==> src/rtl/bp_resolve_pkg.sv <==
// bp_resolve_pkg: update codes, entry layout and small helpers shared by the
// branch predictor, the resolution tracker and the EX stage.
package bp_resolve_pkg;

    localparam logic [1:0] BT_NONE      = 2'b00;
    localparam logic [1:0] BT_NOT_TAKEN = 2'b01;
    localparam logic [1:0] BT_TAKEN     = 2'b10;

    localparam int PC_W  = 32;
    localparam int TGT_W = 32;

    // One in-flight prediction as recorded at fetch.
    typedef struct packed {
        logic [PC_W-1:0]  pc;
        logic             taken;
        logic [TGT_W-1:0] target;
    } bp_entry_t;

    // Counter-update code for a resolved control-transfer instruction.
    function automatic logic [1:0] bt_code(input logic cond, input logic taken);
        logic [1:0] code;
        case ({cond, taken})
            2'b11:   code = BT_TAKEN;
            2'b10:   code = BT_NOT_TAKEN;
            default: code = BT_NONE;
        endcase
        return code;
    endfunction

    // Increment that sticks at all-ones instead of wrapping.
    function automatic logic [31:0] sat_inc(input logic [31:0] v);
        return (v == 32'hFFFF_FFFF) ? v : (v + 32'd1);
    endfunction

endpackage

==> src/rtl/bp_resolve_if.sv <==
// bp_resolve_if: prediction, resolution and feedback signals of bp_resolve.
// Optional BP_STATS_EN adds the two statistics counters.
interface bp_resolve_if;

    logic        pred_valid_i;
    logic        pred_taken_i;
    logic [31:0] pred_pc_i;
    logic [31:0] pred_target_i;
    logic        ex_valid_i;
    logic        ex_cond_i;
    logic        ex_taken_i;
    logic [31:0] ex_pc_i;
    logic [31:0] ex_target_i;
    logic        flush_i;
    logic        full_o;
    logic        redirect_o;
    logic [31:0] redirect_addr_o;
    logic [1:0]  branch_taken_o;
    logic [31:0] ex_inst_addr_o;
    logic        err_o;
`ifdef BP_STATS_EN
    logic [31:0] stat_total_o;
    logic [31:0] stat_miss_o;
`endif

    modport slave (
`ifdef BP_STATS_EN
        output stat_total_o,
        output stat_miss_o,
`endif
        input  pred_valid_i,
        input  pred_taken_i,
        input  pred_pc_i,
        input  pred_target_i,
        input  ex_valid_i,
        input  ex_cond_i,
        input  ex_taken_i,
        input  ex_pc_i,
        input  ex_target_i,
        input  flush_i,
        output full_o,
        output redirect_o,
        output redirect_addr_o,
        output branch_taken_o,
        output ex_inst_addr_o,
        output err_o
    );

    modport master (
`ifdef BP_STATS_EN
        input  stat_total_o,
        input  stat_miss_o,
`endif
        output pred_valid_i,
        output pred_taken_i,
        output pred_pc_i,
        output pred_target_i,
        output ex_valid_i,
        output ex_cond_i,
        output ex_taken_i,
        output ex_pc_i,
        output ex_target_i,
        output flush_i,
        input  full_o,
        input  redirect_o,
        input  redirect_addr_o,
        input  branch_taken_o,
        input  ex_inst_addr_o,
        input  err_o
    );

endinterface

==> src/rtl/bp_resolve_fifo.sv <==
// bp_resolve_fifo: the bp_fifo pointer FIFO holding in-flight predictions.
// Pointers carry one extra wrap bit so full and empty are distinguishable.
module bp_resolve_fifo
    import bp_resolve_pkg::*;
#(
    parameter int DEPTH = 4
) (
    input  logic      clk,
    input  logic      rst,
    input  logic      i_push,
    input  logic      i_pop,
    input  logic      i_clear,
    input  bp_entry_t i_wdata,
    output bp_entry_t o_head,
    output logic      o_full,
    output logic      o_empty
);

    localparam int AW = $clog2(DEPTH);

    bp_entry_t      r_mem [DEPTH];
    logic [AW:0]    r_wr_ptr;
    logic [AW:0]    r_rd_ptr;
    logic           w_do_push;
    logic           w_do_pop;

    assign o_empty   = (r_wr_ptr == r_rd_ptr);
    assign o_full    = (r_wr_ptr[AW] != r_rd_ptr[AW]) &&
                       (r_wr_ptr[AW-1:0] == r_rd_ptr[AW-1:0]);
    // A pop while full frees the slot the same-cycle push lands in.
    assign w_do_pop  = i_pop & ~o_empty;
    assign w_do_push = i_push & (~o_full | w_do_pop);
    assign o_head    = r_mem[r_rd_ptr[AW-1:0]];

    // Pointer update: clear wins over push/pop.
    always_ff @(posedge clk or posedge rst) begin
        if (rst) begin
            r_wr_ptr <= {(AW+1){1'b0}};
            r_rd_ptr <= {(AW+1){1'b0}};
        end else if (i_clear) begin
            r_wr_ptr <= {(AW+1){1'b0}};
            r_rd_ptr <= {(AW+1){1'b0}};
        end else begin
            if (w_do_push) begin
                r_wr_ptr <= r_wr_ptr + {{AW{1'b0}}, 1'b1};
            end
            if (w_do_pop) begin
                r_rd_ptr <= r_rd_ptr + {{AW{1'b0}}, 1'b1};
            end
        end
    end

    // Entry storage written at the tail slot.
    always_ff @(posedge clk or posedge rst) begin
        if (rst) begin
            for (int i = 0; i < DEPTH; i++) begin
                r_mem[i] <= '0;
            end
        end else if (w_do_push && !i_clear) begin
            r_mem[r_wr_ptr[AW-1:0]] <= i_wdata;
        end
    end

endmodule

==> src/rtl/bp_resolve.sv <==
// bp_resolve: tracks predictions from fetch, compares them with the EX
// outcome, raises a combinational redirect on mispredict and returns a
// registered counter update to the predictor.
// Optional feature macro: BP_STATS_EN (conditional resolution/miss counters).
module bp_resolve
    import bp_resolve_pkg::*;
#(
    parameter int DEPTH = 4
) (
    input  logic          clk,
    input  logic          rst,
    bp_resolve_if.slave   bus
);

    bp_entry_t   w_head;
    bp_entry_t   w_wdata;
    logic        w_full;
    logic        w_empty;
    logic        w_head_taken;
    logic [31:0] w_head_target;
    logic [31:0] w_head_pc;
    logic        w_mispredict;
    logic        w_redirect;
    logic [31:0] w_redirect_addr;
    logic        w_resolve;
    logic        w_push;
    logic        w_clear;
    logic        w_err_push;
    logic        w_err_ex;
    logic [1:0]  r_bt;
    logic [31:0] r_ex_addr;
    logic        r_err;

    assign w_wdata.pc     = bus.pred_pc_i;
    assign w_wdata.taken  = bus.pred_taken_i;
    assign w_wdata.target = bus.pred_target_i;

    // A flushed resolution neither pops nor produces an update.
    assign w_resolve = bus.ex_valid_i & ~bus.flush_i;
    // Everything in flight is wrong-path after a redirect, so drop it too.
    assign w_clear   = bus.flush_i | w_redirect;
    assign w_push    = bus.pred_valid_i & ~w_clear;

    bp_resolve_fifo #(
        .DEPTH (DEPTH)
    ) u_fifo (
        .clk     (clk),
        .rst     (rst),
        .i_push  (w_push),
        .i_pop   (w_resolve),
        .i_clear (w_clear),
        .i_wdata (w_wdata),
        .o_head  (w_head),
        .o_full  (w_full),
        .o_empty (w_empty)
    );

    // Head view; an empty queue behaves as a not-taken prediction.
    always_comb begin
        w_head_taken  = 1'b0;
        w_head_target = 32'd0;
        w_head_pc     = 32'd0;
        if (!w_empty) begin
            w_head_taken  = w_head.taken;
            w_head_target = w_head.target;
            w_head_pc     = w_head.pc;
        end else begin
            w_head_taken  = 1'b0;
            w_head_target = 32'd0;
            w_head_pc     = 32'd0;
        end
    end

    // Direction mismatch, or taken to a different target than predicted.
    always_comb begin
        w_mispredict = 1'b0;
        if (w_head_taken != bus.ex_taken_i) begin
            w_mispredict = 1'b1;
        end else if (bus.ex_taken_i && (w_head_target != bus.ex_target_i)) begin
            w_mispredict = 1'b1;
        end else begin
            w_mispredict = 1'b0;
        end
    end

    assign w_redirect = w_resolve & w_mispredict & ~rst;

    // Correct next PC, forced to zero when no redirect is signalled.
    always_comb begin
        w_redirect_addr = 32'd0;
        if (!w_redirect) begin
            w_redirect_addr = 32'd0;
        end else if (bus.ex_taken_i) begin
            w_redirect_addr = bus.ex_target_i;
        end else begin
            w_redirect_addr = bus.ex_pc_i + 32'd4;
        end
    end

    // Protocol errors: overflowing push, resolve on empty, or PC mismatch.
    assign w_err_push = ~bus.flush_i & bus.pred_valid_i & w_full & ~bus.ex_valid_i;
    assign w_err_ex   = w_resolve & (w_empty | (w_head_pc != bus.ex_pc_i));

    // Counter update and its PC, valid only in the cycle after a resolution.
    always_ff @(posedge clk or posedge rst) begin
        if (rst) begin
            r_bt      <= BT_NONE;
            r_ex_addr <= 32'd0;
        end else if (w_resolve) begin
            r_bt      <= bt_code(bus.ex_cond_i, bus.ex_taken_i);
            r_ex_addr <= bus.ex_pc_i;
        end else begin
            r_bt      <= BT_NONE;
            r_ex_addr <= 32'd0;
        end
    end

    // Sticky error flag, cleared only by reset.
    always_ff @(posedge clk or posedge rst) begin
        if (rst) begin
            r_err <= 1'b0;
        end else if (w_err_push || w_err_ex) begin
            r_err <= 1'b1;
        end
    end

`ifdef BP_STATS_EN
    logic [31:0] r_stat_total;
    logic [31:0] r_stat_miss;

    // Saturating counts of unflushed conditional resolutions and misses.
    always_ff @(posedge clk or posedge rst) begin
        if (rst) begin
            r_stat_total <= 32'd0;
            r_stat_miss  <= 32'd0;
        end else if (w_resolve && bus.ex_cond_i) begin
            r_stat_total <= sat_inc(r_stat_total);
            if (w_mispredict) begin
                r_stat_miss <= sat_inc(r_stat_miss);
            end
        end
    end

    assign bus.stat_total_o = r_stat_total;
    assign bus.stat_miss_o  = r_stat_miss;
`endif

    assign bus.full_o          = w_full;
    assign bus.redirect_o      = w_redirect;
    assign bus.redirect_addr_o = w_redirect_addr;
    assign bus.branch_taken_o  = r_bt;
    assign bus.ex_inst_addr_o  = r_ex_addr;
    assign bus.err_o           = r_err;

endmodule

==> src/flat_wrapper.sv <==
// flat-port wrapper written by rule: the top's interface ports become plain ports
module bp_resolve_flat import bp_resolve_pkg::*;
#(
    parameter int DEPTH = 4
)
  (clk, rst, bus_pred_valid_i, bus_pred_taken_i, bus_pred_pc_i, bus_pred_target_i, bus_ex_valid_i, bus_ex_cond_i, bus_ex_taken_i, bus_ex_pc_i, bus_ex_target_i, bus_flush_i, bus_full_o, bus_redirect_o, bus_redirect_addr_o, bus_branch_taken_o, bus_ex_inst_addr_o, bus_err_o);
  bp_resolve_if bus_i ();
  input  logic clk;
  input  logic rst;
  input wire logic [$bits(bus_i.pred_valid_i)-1:0] bus_pred_valid_i;
  input wire logic [$bits(bus_i.pred_taken_i)-1:0] bus_pred_taken_i;
  input wire logic [$bits(bus_i.pred_pc_i)-1:0] bus_pred_pc_i;
  input wire logic [$bits(bus_i.pred_target_i)-1:0] bus_pred_target_i;
  input wire logic [$bits(bus_i.ex_valid_i)-1:0] bus_ex_valid_i;
  input wire logic [$bits(bus_i.ex_cond_i)-1:0] bus_ex_cond_i;
  input wire logic [$bits(bus_i.ex_taken_i)-1:0] bus_ex_taken_i;
  input wire logic [$bits(bus_i.ex_pc_i)-1:0] bus_ex_pc_i;
  input wire logic [$bits(bus_i.ex_target_i)-1:0] bus_ex_target_i;
  input wire logic [$bits(bus_i.flush_i)-1:0] bus_flush_i;
  output wire logic [$bits(bus_i.full_o)-1:0] bus_full_o;
  output wire logic [$bits(bus_i.redirect_o)-1:0] bus_redirect_o;
  output wire logic [$bits(bus_i.redirect_addr_o)-1:0] bus_redirect_addr_o;
  output wire logic [$bits(bus_i.branch_taken_o)-1:0] bus_branch_taken_o;
  output wire logic [$bits(bus_i.ex_inst_addr_o)-1:0] bus_ex_inst_addr_o;
  output wire logic [$bits(bus_i.err_o)-1:0] bus_err_o;
  assign bus_i.pred_valid_i = bus_pred_valid_i;
  assign bus_i.pred_taken_i = bus_pred_taken_i;
  assign bus_i.pred_pc_i = bus_pred_pc_i;
  assign bus_i.pred_target_i = bus_pred_target_i;
  assign bus_i.ex_valid_i = bus_ex_valid_i;
  assign bus_i.ex_cond_i = bus_ex_cond_i;
  assign bus_i.ex_taken_i = bus_ex_taken_i;
  assign bus_i.ex_pc_i = bus_ex_pc_i;
  assign bus_i.ex_target_i = bus_ex_target_i;
  assign bus_i.flush_i = bus_flush_i;
  assign bus_full_o = bus_i.full_o;
  assign bus_redirect_o = bus_i.redirect_o;
  assign bus_redirect_addr_o = bus_i.redirect_addr_o;
  assign bus_branch_taken_o = bus_i.branch_taken_o;
  assign bus_ex_inst_addr_o = bus_i.ex_inst_addr_o;
  assign bus_err_o = bus_i.err_o;
  bp_resolve #(.DEPTH(DEPTH)) u_core (.clk(clk), .rst(rst), .bus(bus_i));
endmodule
==> config.mk <==
export PLATFORM = sky130hd
export DESIGN_NAME = bp_resolve_flat
export DESIGN_NICKNAME = d
export VERILOG_FILES = /design/src/rtl/bp_resolve_pkg.sv /design/src/rtl/bp_resolve_if.sv /design/src/rtl/bp_resolve_fifo.sv /design/src/rtl/bp_resolve.sv /design/src/flat_wrapper.sv
export SDC_FILE = /design/constraint.sdc
export NUM_CORES = 1
export LEC_CHECK = 0
export CORE_AREA = 2 2 252 254
export CTS_BUF_LIST = sky130_fd_sc_hd__clkbuf_16
export CTS_CLUSTER_DIAMETER = 50
export DETAILED_ROUTE_END_ITERATION = 8
export DIE_AREA = 0 0 254 256
export PLACE_DENSITY = 0.39
export SLEW_MARGIN = 15
export SYNTH_ARGS = -nofsm -noshare
export SYNTH_HDL_FRONTEND = slang
export SYNTH_SLANG_ARGS = --single-unit
==> constraint.sdc <==
create_clock -name clk -period 11.9 [get_ports clk]
set_input_delay 1.19 -clock clk [delete_from_list [all_inputs] [get_ports clk]]
set_output_delay 1.19 -clock clk [all_outputs]
set_load 0.02 [all_outputs]
# == Word level (Yosys, flattened, before mapping) ==
# Index checks and enable logic that the tools add are counted.
# word_totals
out_inout_bits,69
wordCells,80
in_bits,136
ff_bits,301
# classes
add_sub_neg,3
muxes,20
bitwise_logic,21
eq_ne,8
magnitude_cmp,3
reduce_logical,8
# op_table
cell,count
260-bit bitwise mux,1
65-bit two-way mux,3
32-bit two-way mux,5
65-bit binary-select mux with 2-bit select,1
65-bit demux with 2-bit select,1
32-bit inequality test,2
"32-bit by 3-bit adder with 32-bit output, second input constant",1
3-bit two-way mux,4
1-bit bitwise AND,10
"3-bit by 1-bit adder with 3-bit output, second input constant",2
"3-bit >= comparator, second input constant",2
1-bit inverter,6
2-bit inverter with 3-bit output,2
"2-bit equality test, second input constant",2
1-bit logical AND,4
2-bit one-hot mux with 2 select lines,1
2-bit nonzero test,2
3-bit equality test,1
"3-bit by 1-bit < comparator with 1-bit output, second input constant",1
1-bit two-way mux,3
1-bit OR,3
2-bit equality test,1
2-bit two-way mux,1
1-bit inequality test,2
2 further kinds,2

# == Longest topological paths before layout ==
# logic_depth
depth_word,17
ltp_mapped,15
mapped_depth_nobuf,9

# == Modules after synthesis ==
# Synthesis repeated with hierarchy kept, for this count alone.
# hier_totals
hier_cells,1149
area_unflattened_um2,15287.2
# by_module_without_submodules
module,area_per_inst_um2,n_inst,cells_each,seq_area_each_um2
bp_resolve_fifo,11830.1,1,686,6656.4
bp_resolve,3457.1,1,463,875.8

# == Least setup slack after synthesis ==
# OpenSTA, ideal clock, no wires.
# synth_timing
kind,input to output
from,input bus_ex_target_i[23]
to,output bus_redirect_addr_o[26]
t_arrival_ns,3.408
slack_ns,7.302
n_path_buf,1
path_stages,10
required_time_ns,10.710
path_cell_list,nor2_1 nor4b_1 o2111ai_1 a2111oi_2 nand3_1 or4b_1 buf_4 nand2_1 clkinv_1 and2_1
# synth_via
elab_chain_cells,7
# synth_lines
element,line,text
"start, declared",flat_wrapper.sv:18,input wire logic [$bits(bus_i.ex_target_i)-1:0] bus_ex_target_i;
32-bit inequality test,bp_resolve.sv:79,end else if (bus.ex_taken_i && (w_head_target != bus.ex_target_i)) begin
1-bit logical AND,bp_resolve.sv:79,
1-bit two-way mux,bp_resolve.sv:79,
1-bit two-way mux,bp_resolve.sv:77,if (w_head_taken != bus.ex_taken_i) begin
1-bit bitwise AND (2 in series),bp_resolve.sv:86,assign w_redirect = w_resolve & w_mispredict & ~rst;
via bus_redirect_o,flat_wrapper.sv:21,output wire logic [$bits(bus_i.redirect_o)-1:0] bus_redirect_o;
32-bit two-way mux,bp_resolve.sv:91,if (!w_redirect) begin
"end, declared",flat_wrapper.sv:22,output wire logic [$bits(bus_i.redirect_addr_o)-1:0] bus_redirect_addr_o;
# The timed path passes the listed nets, and every way through them passes these cells.

# == Worst setup path in the final report ==
# layout_timing
from,register u_core.u_fifo.r_rd_ptr[1]
to,output bus_redirect_addr_o[30]
# layout_via
elab_chain_cells,12
word_cells_on_any_way,15
classes_between,eq/ne: 3; mux: 8; bitwise: 3; reduce/logical: 1
# layout_lines
element,line,text
"start, declared",bp_resolve_fifo.sv:23,logic [AW:0] r_rd_ptr;
"start signal, assigned",bp_resolve_fifo.sv:39,r_rd_ptr <= {(AW+1){1'b0}};
"start signal, assigned",bp_resolve_fifo.sv:42,r_rd_ptr <= {(AW+1){1'b0}};
"start signal, assigned",bp_resolve_fifo.sv:48,"r_rd_ptr <= r_rd_ptr + {{AW{1'b0}}, 1'b1};"
2-bit inverter with 3-bit output (not written as such),bp_resolve_fifo.sv:33,assign o_head = r_mem[r_rd_ptr[AW-1:0]];
65-bit binary-select mux with 2-bit select,bp_resolve_fifo.sv:33,
65-bit two-way mux (not written as such) (2 in series),bp_resolve_fifo.sv:33,
32-bit two-way mux,bp_resolve.sv:63,if (!w_empty) begin
32-bit inequality test,bp_resolve.sv:79,
1-bit logical AND,bp_resolve.sv:79,
1-bit two-way mux,bp_resolve.sv:79,
1-bit two-way mux *,bp_resolve.sv:77,
1-bit bitwise AND * (2 in series),bp_resolve.sv:86,
32-bit two-way mux *,bp_resolve.sv:91,
# Every way passes the cells marked *; elsewhere a longest branch is shown, timed or not. The select of a mux whose other input is x is not followed.

==> impl_summary.txt <==
----------------------------------------------------
[Drt]
  Routed len/inst ... 23.0 um
  Antenna Nets Post-Route ... 0
  Number of detailed-routing iterations run before antenna repair ... 4
  Average via count per standard cell ... 4.56
  Total wire length after detailed routing ... 51100 um
  Via Count ... 10100
  Iter 0 DRT Violations ... 516
  Residual DRC count ... 0

[Setup path]
  Count of cells along the worst register-to-register path ... 10
  Critical-path cell list ... buf_4 > mux4_2 > nor2_1 > nor2_1 > o32ai_1 > o2111a_1 > or4b_1 > nand2_1 > clkinv_1 > and2_1 > clkdlybuf4s50_1
  Worst Path Max Fanout ... 43
  Crit path arrival time ... 5670 ps
  Crit. End Element ... output pin
  Required time at the worst-slack endpoint ... 10710 ps
  Endpoint of the lowest-slack register-to-register path ... u_core.u_fifo.r_mem[242]$_DFFE_PP0P_
  Minimum setup slack among reg-to-reg paths ... 6300 ps
  Launch instance of the worst register-to-register path ... u_core.u_fifo.r_rd_ptr[1]$_DFFE_PP0P_
  Library cell appearing most often on the critical path ... sky130_fd_sc_hd__nor2_1
  Launching instance or port of the critical path ... u_core.u_fifo.r_rd_ptr[1]$_DFFE_PP0P_
  Crit path max-delay cell type ... sky130_fd_sc_hd__dfrtp_4
  Category of the critical setup timing path ... reg -> out
  Biggest cell delay along the critical path ... 800 ps
  Startpoint Class ... flip-flop
  Worst setup path end ... bus_redirect_addr_o[30]

[Clocking]
  Post-CTS clock slew at the launch and capture registers of the worst setup and hold paths ... 60 ps
  Clock sink count ... 301
  Hold-fix buffers, CTS ... 0
  Post-CTS Setup Repair Bufs ... 0
  Number of cells upsized or downsized after cts ... 0
  CTS tree ... done
  Clock tree buffer depth ... 3
  Number of CTS-inserted buffers ... 43
  Clock insertion delay at the later pin of the skew report ... 570 ps
  Htree depth ... 2
  CTS root buffer ... sky130_fd_sc_hd__clkbuf_16

[Timing]
  Relative slew slack ... 25.2%
  Highest clock frequency the design can meet ... 146 MHz
  Post-route clock skew ... 22.7 ps
  Unrepaired setup endpoints after global routing ... false
  Setup TNS Final ... 0 ps
  Count of final hold-check violations ... 0
  Crit path time final ... 6860 ps
  Final setup violation count ... 0
  Fraction of the cycle the final worst path needs ... 57.7%
  Worst Max-Slew Pin Slew ... 1120 ps
  Number of pins exceeding their max-slew limit in the final report ... 0

[Global route]
  Via count of the first global-routing pass ... 10800
  Gr usage total ... 15.9%
  Largest net degree at the start of global routing ... 102
  Routing usage on met2 ... 24.9%
  Global route hottest layer ... met2
  Number of antenna violations at the first check in global routing ... 5
  Met1 track utilization from global routing ... 21.8%
  Overall overflow remaining after global route ... 0
  Global-route wire length before repair ... 75600 um
  Met3 Usage GRT ... 3.51%

[Floorplanning]
  Floorplan row count ... 92
  Height of the die ... 256 um
  Core region area ... 0.0624 mm^2
  Die footprint ... 0.0650 mm^2
  Io pins ... 205
  DIE WIDTH ... 254 um
  Effective utilization at floorplan ... 24.7%

[Outcome]
  Result of the run ... finished clean

[Placed design]
  Final GP Congestion ... 0.760
  Detailed-placement wirelength estimate ... 36700 um
  Port Buffer Count ... 204
  Cell count after placement ... 2145

[Logic synthesis]
  Number of distinct standard cells referenced by the synthesized netlist ... 59
  Part of the Yosys area used for sequential elements ... 49.0%
  Top flip-flop cell by instance count after synthesis ... sky130_fd_sc_hd__dfrtp_1
  Area of the mapped netlist ... 0.0154 mm^2
  Number of standard cells after synthesis ... 1154
  Synth warnings ... 0
  Syn avg cell area ... 13.3 um^2
  Syn_nets ... 1296
  Fraction of registers with async set/reset ... 100%
  Total of flip-flops plus latches after synthesis ... 301
  Number of flops mapped to enable cells by yosys ... 0

[Pwr]
  Power density relative to cell area ... 174 mW/mm^2
  Worst VDD drop ... 0.0900 mV
  Static Leak ... 7.94 nW

[Final layout]
  Synthesis-to-finish area growth ... 26.0%
  Final standard cell count with taps included and fillers excluded ... 2224
  Top library cells by usage in the layout, fill and taps aside ... sky130_fd_sc_hd__dfrtp_1 (299), sky130_fd_sc_hd__clkdlybuf4s50_1 (203), sky130_fd_sc_hd__mux2_1 (200)
  Post-layout net count ... 1486
  Proportion of layout cells with a drive suffix above 1 ... 16.1%
  Most common cell after layout, fill and taps aside ... sky130_fd_sc_hd__dfrtp_1

[Run]
  Total of max-cap violations ... 0

[Hold path]
  Count of cells along the worst hold path ... 1
  Worst hold path type ... reg -> reg

----------------------------------------------------
==> through the flow <==
step | cell area, um^2 | setup slack [ps] | hold WS [ps] | utilization (%) | total power [W]
5_1_grt | 19400 | 4590 | 488 | 31.1 | 0.00356
3_5_place_dp | 18000 | 5540 | 469 | 28.9 | 0.00218
6_report | 19400 | 5040 | 477 | 31.1 | 0.00337
3_3_place_gp | 18000 | 5630 | 462 | 28.9 | 0.00216
4_1_cts | 19400 | 4940 | 483 | 31.1 | 0.00342
2_1_floorplan | 15400 | 2390 | 452 | - | 0.00192
==> report_power, final <==
part	total (W)	internal [W]	switching (W)
Clock	0.00122	0.000704	0.000512
Sequential	0.00142	0.00129	0.000130
Combinational	0.000732	0.000397	0.000334
Total	0.00337	0.00239	0.000977
==> area by class of cell <==
cell class	count	area (um^2)
fill	6353	43000
sequential	301	7540
multi-input combinational	752	7160
timing repair buffer	222	2170
clock buffer	44	1100
tap	846	1060
clock inverter	33	246
inverter	24	97.6
antenna	2	5.00
==> layer usage <==
metal / part of all wire, % / wire length, um
met1: 47 / 23800
met2: 46 / 23500
met3: 4.7 / 2420
met4: 2.7 / 1380
met5: 0.049 / 25
==> cells in the mapped netlist (all sizes together), types with 3 or more instances <==
cell type / number / area share [%]
a21oi: 30 / 1.2
nor4bb: 16 / 1.0
a211oi: 9 / 0.44
xor2: 16 / 0.91
o32ai: 16 / 0.91
and3: 5 / 0.20
nand4: 13 / 0.53
nor3: 12 / 0.39
nand2: 35 / 0.85
dfrtp: 301 / 49
nand3b: 3 / 0.15
mux4: 64 / 9.4
nand3: 11 / 0.36
clkbuf: 28 / 0.68
nor4: 5 / 0.20
buf: 49 / 3.3
xnor2: 43 / 2.4
inv: 23 / 0.56
o21ai: 13 / 0.42
and2: 30 / 1.2
nand2b: 3 / 0.12
ha: 6 / 0.49
nor2: 101 / 2.5
mux2i: 10 / 0.65
mux2: 260 / 20
a22oi: 5 / 0.24
a31oi: 16 / 0.65
==> cell families after synthesis <==
| group | Yosys count | synth area share [%] |
|---|---|---|
| xor+xnor | 59 | 3.36 |
| buf+inv | 101 | 4.59 |
| simple gates | 244 | 8.02 |
| fa+ha+maj | 6 | 0.488 |
| flops | 301 | 49.0 |
| compound gates | 109 | 5.02 |
| mux | 334 | 29.5 |
==> critical path: cells and delay by family, from the launching register on <==
kind	cells	cell delay, ps
buffers and inverters	3	1580
AND/OR/NAND/NOR	5	1350
AO/OA/AOI/OAI	2	640
multiplexers	1	640
flip-flops	1	800
==> worst min path at each step <==
stage                                                      end  slack, ps                                 start
after floorplan           u_core.u_fifo.r_mem[100]$_DFFE_PP0P_        450  u_core.u_fifo.r_mem[100]$_DFFE_PP0P_
after CTS                 u_core.u_fifo.r_mem[113]$_DFFE_PP0P_        480  u_core.u_fifo.r_mem[113]$_DFFE_PP0P_
after global placement      u_core.u_fifo.r_mem[6]$_DFFE_PP0P_        460    u_core.u_fifo.r_mem[6]$_DFFE_PP0P_
after global routing      u_core.u_fifo.r_mem[102]$_DFFE_PP0P_        490  u_core.u_fifo.r_mem[102]$_DFFE_PP0P_
final                      u_core.u_fifo.r_mem[85]$_DFFE_PP0P_        480   u_core.u_fifo.r_mem[85]$_DFFE_PP0P_
after detailed placement   u_core.u_fifo.r_mem[99]$_DFFE_PP0P_        470   u_core.u_fifo.r_mem[99]$_DFFE_PP0P_
==> registers in the layout, summed over array words and instances (netlist names) <==
name / cells
u_core.bus.ex_inst_addr_o: 32
u_core.bus.branch_taken_o: 2
u_core.u_fifo.r_mem: 260
u_core.u_fifo.r_wr_ptr: 3
u_core.u_fifo.r_rd_ptr: 3
u_core.bus.err_o: 1
(Power assumes the default switching activity.)
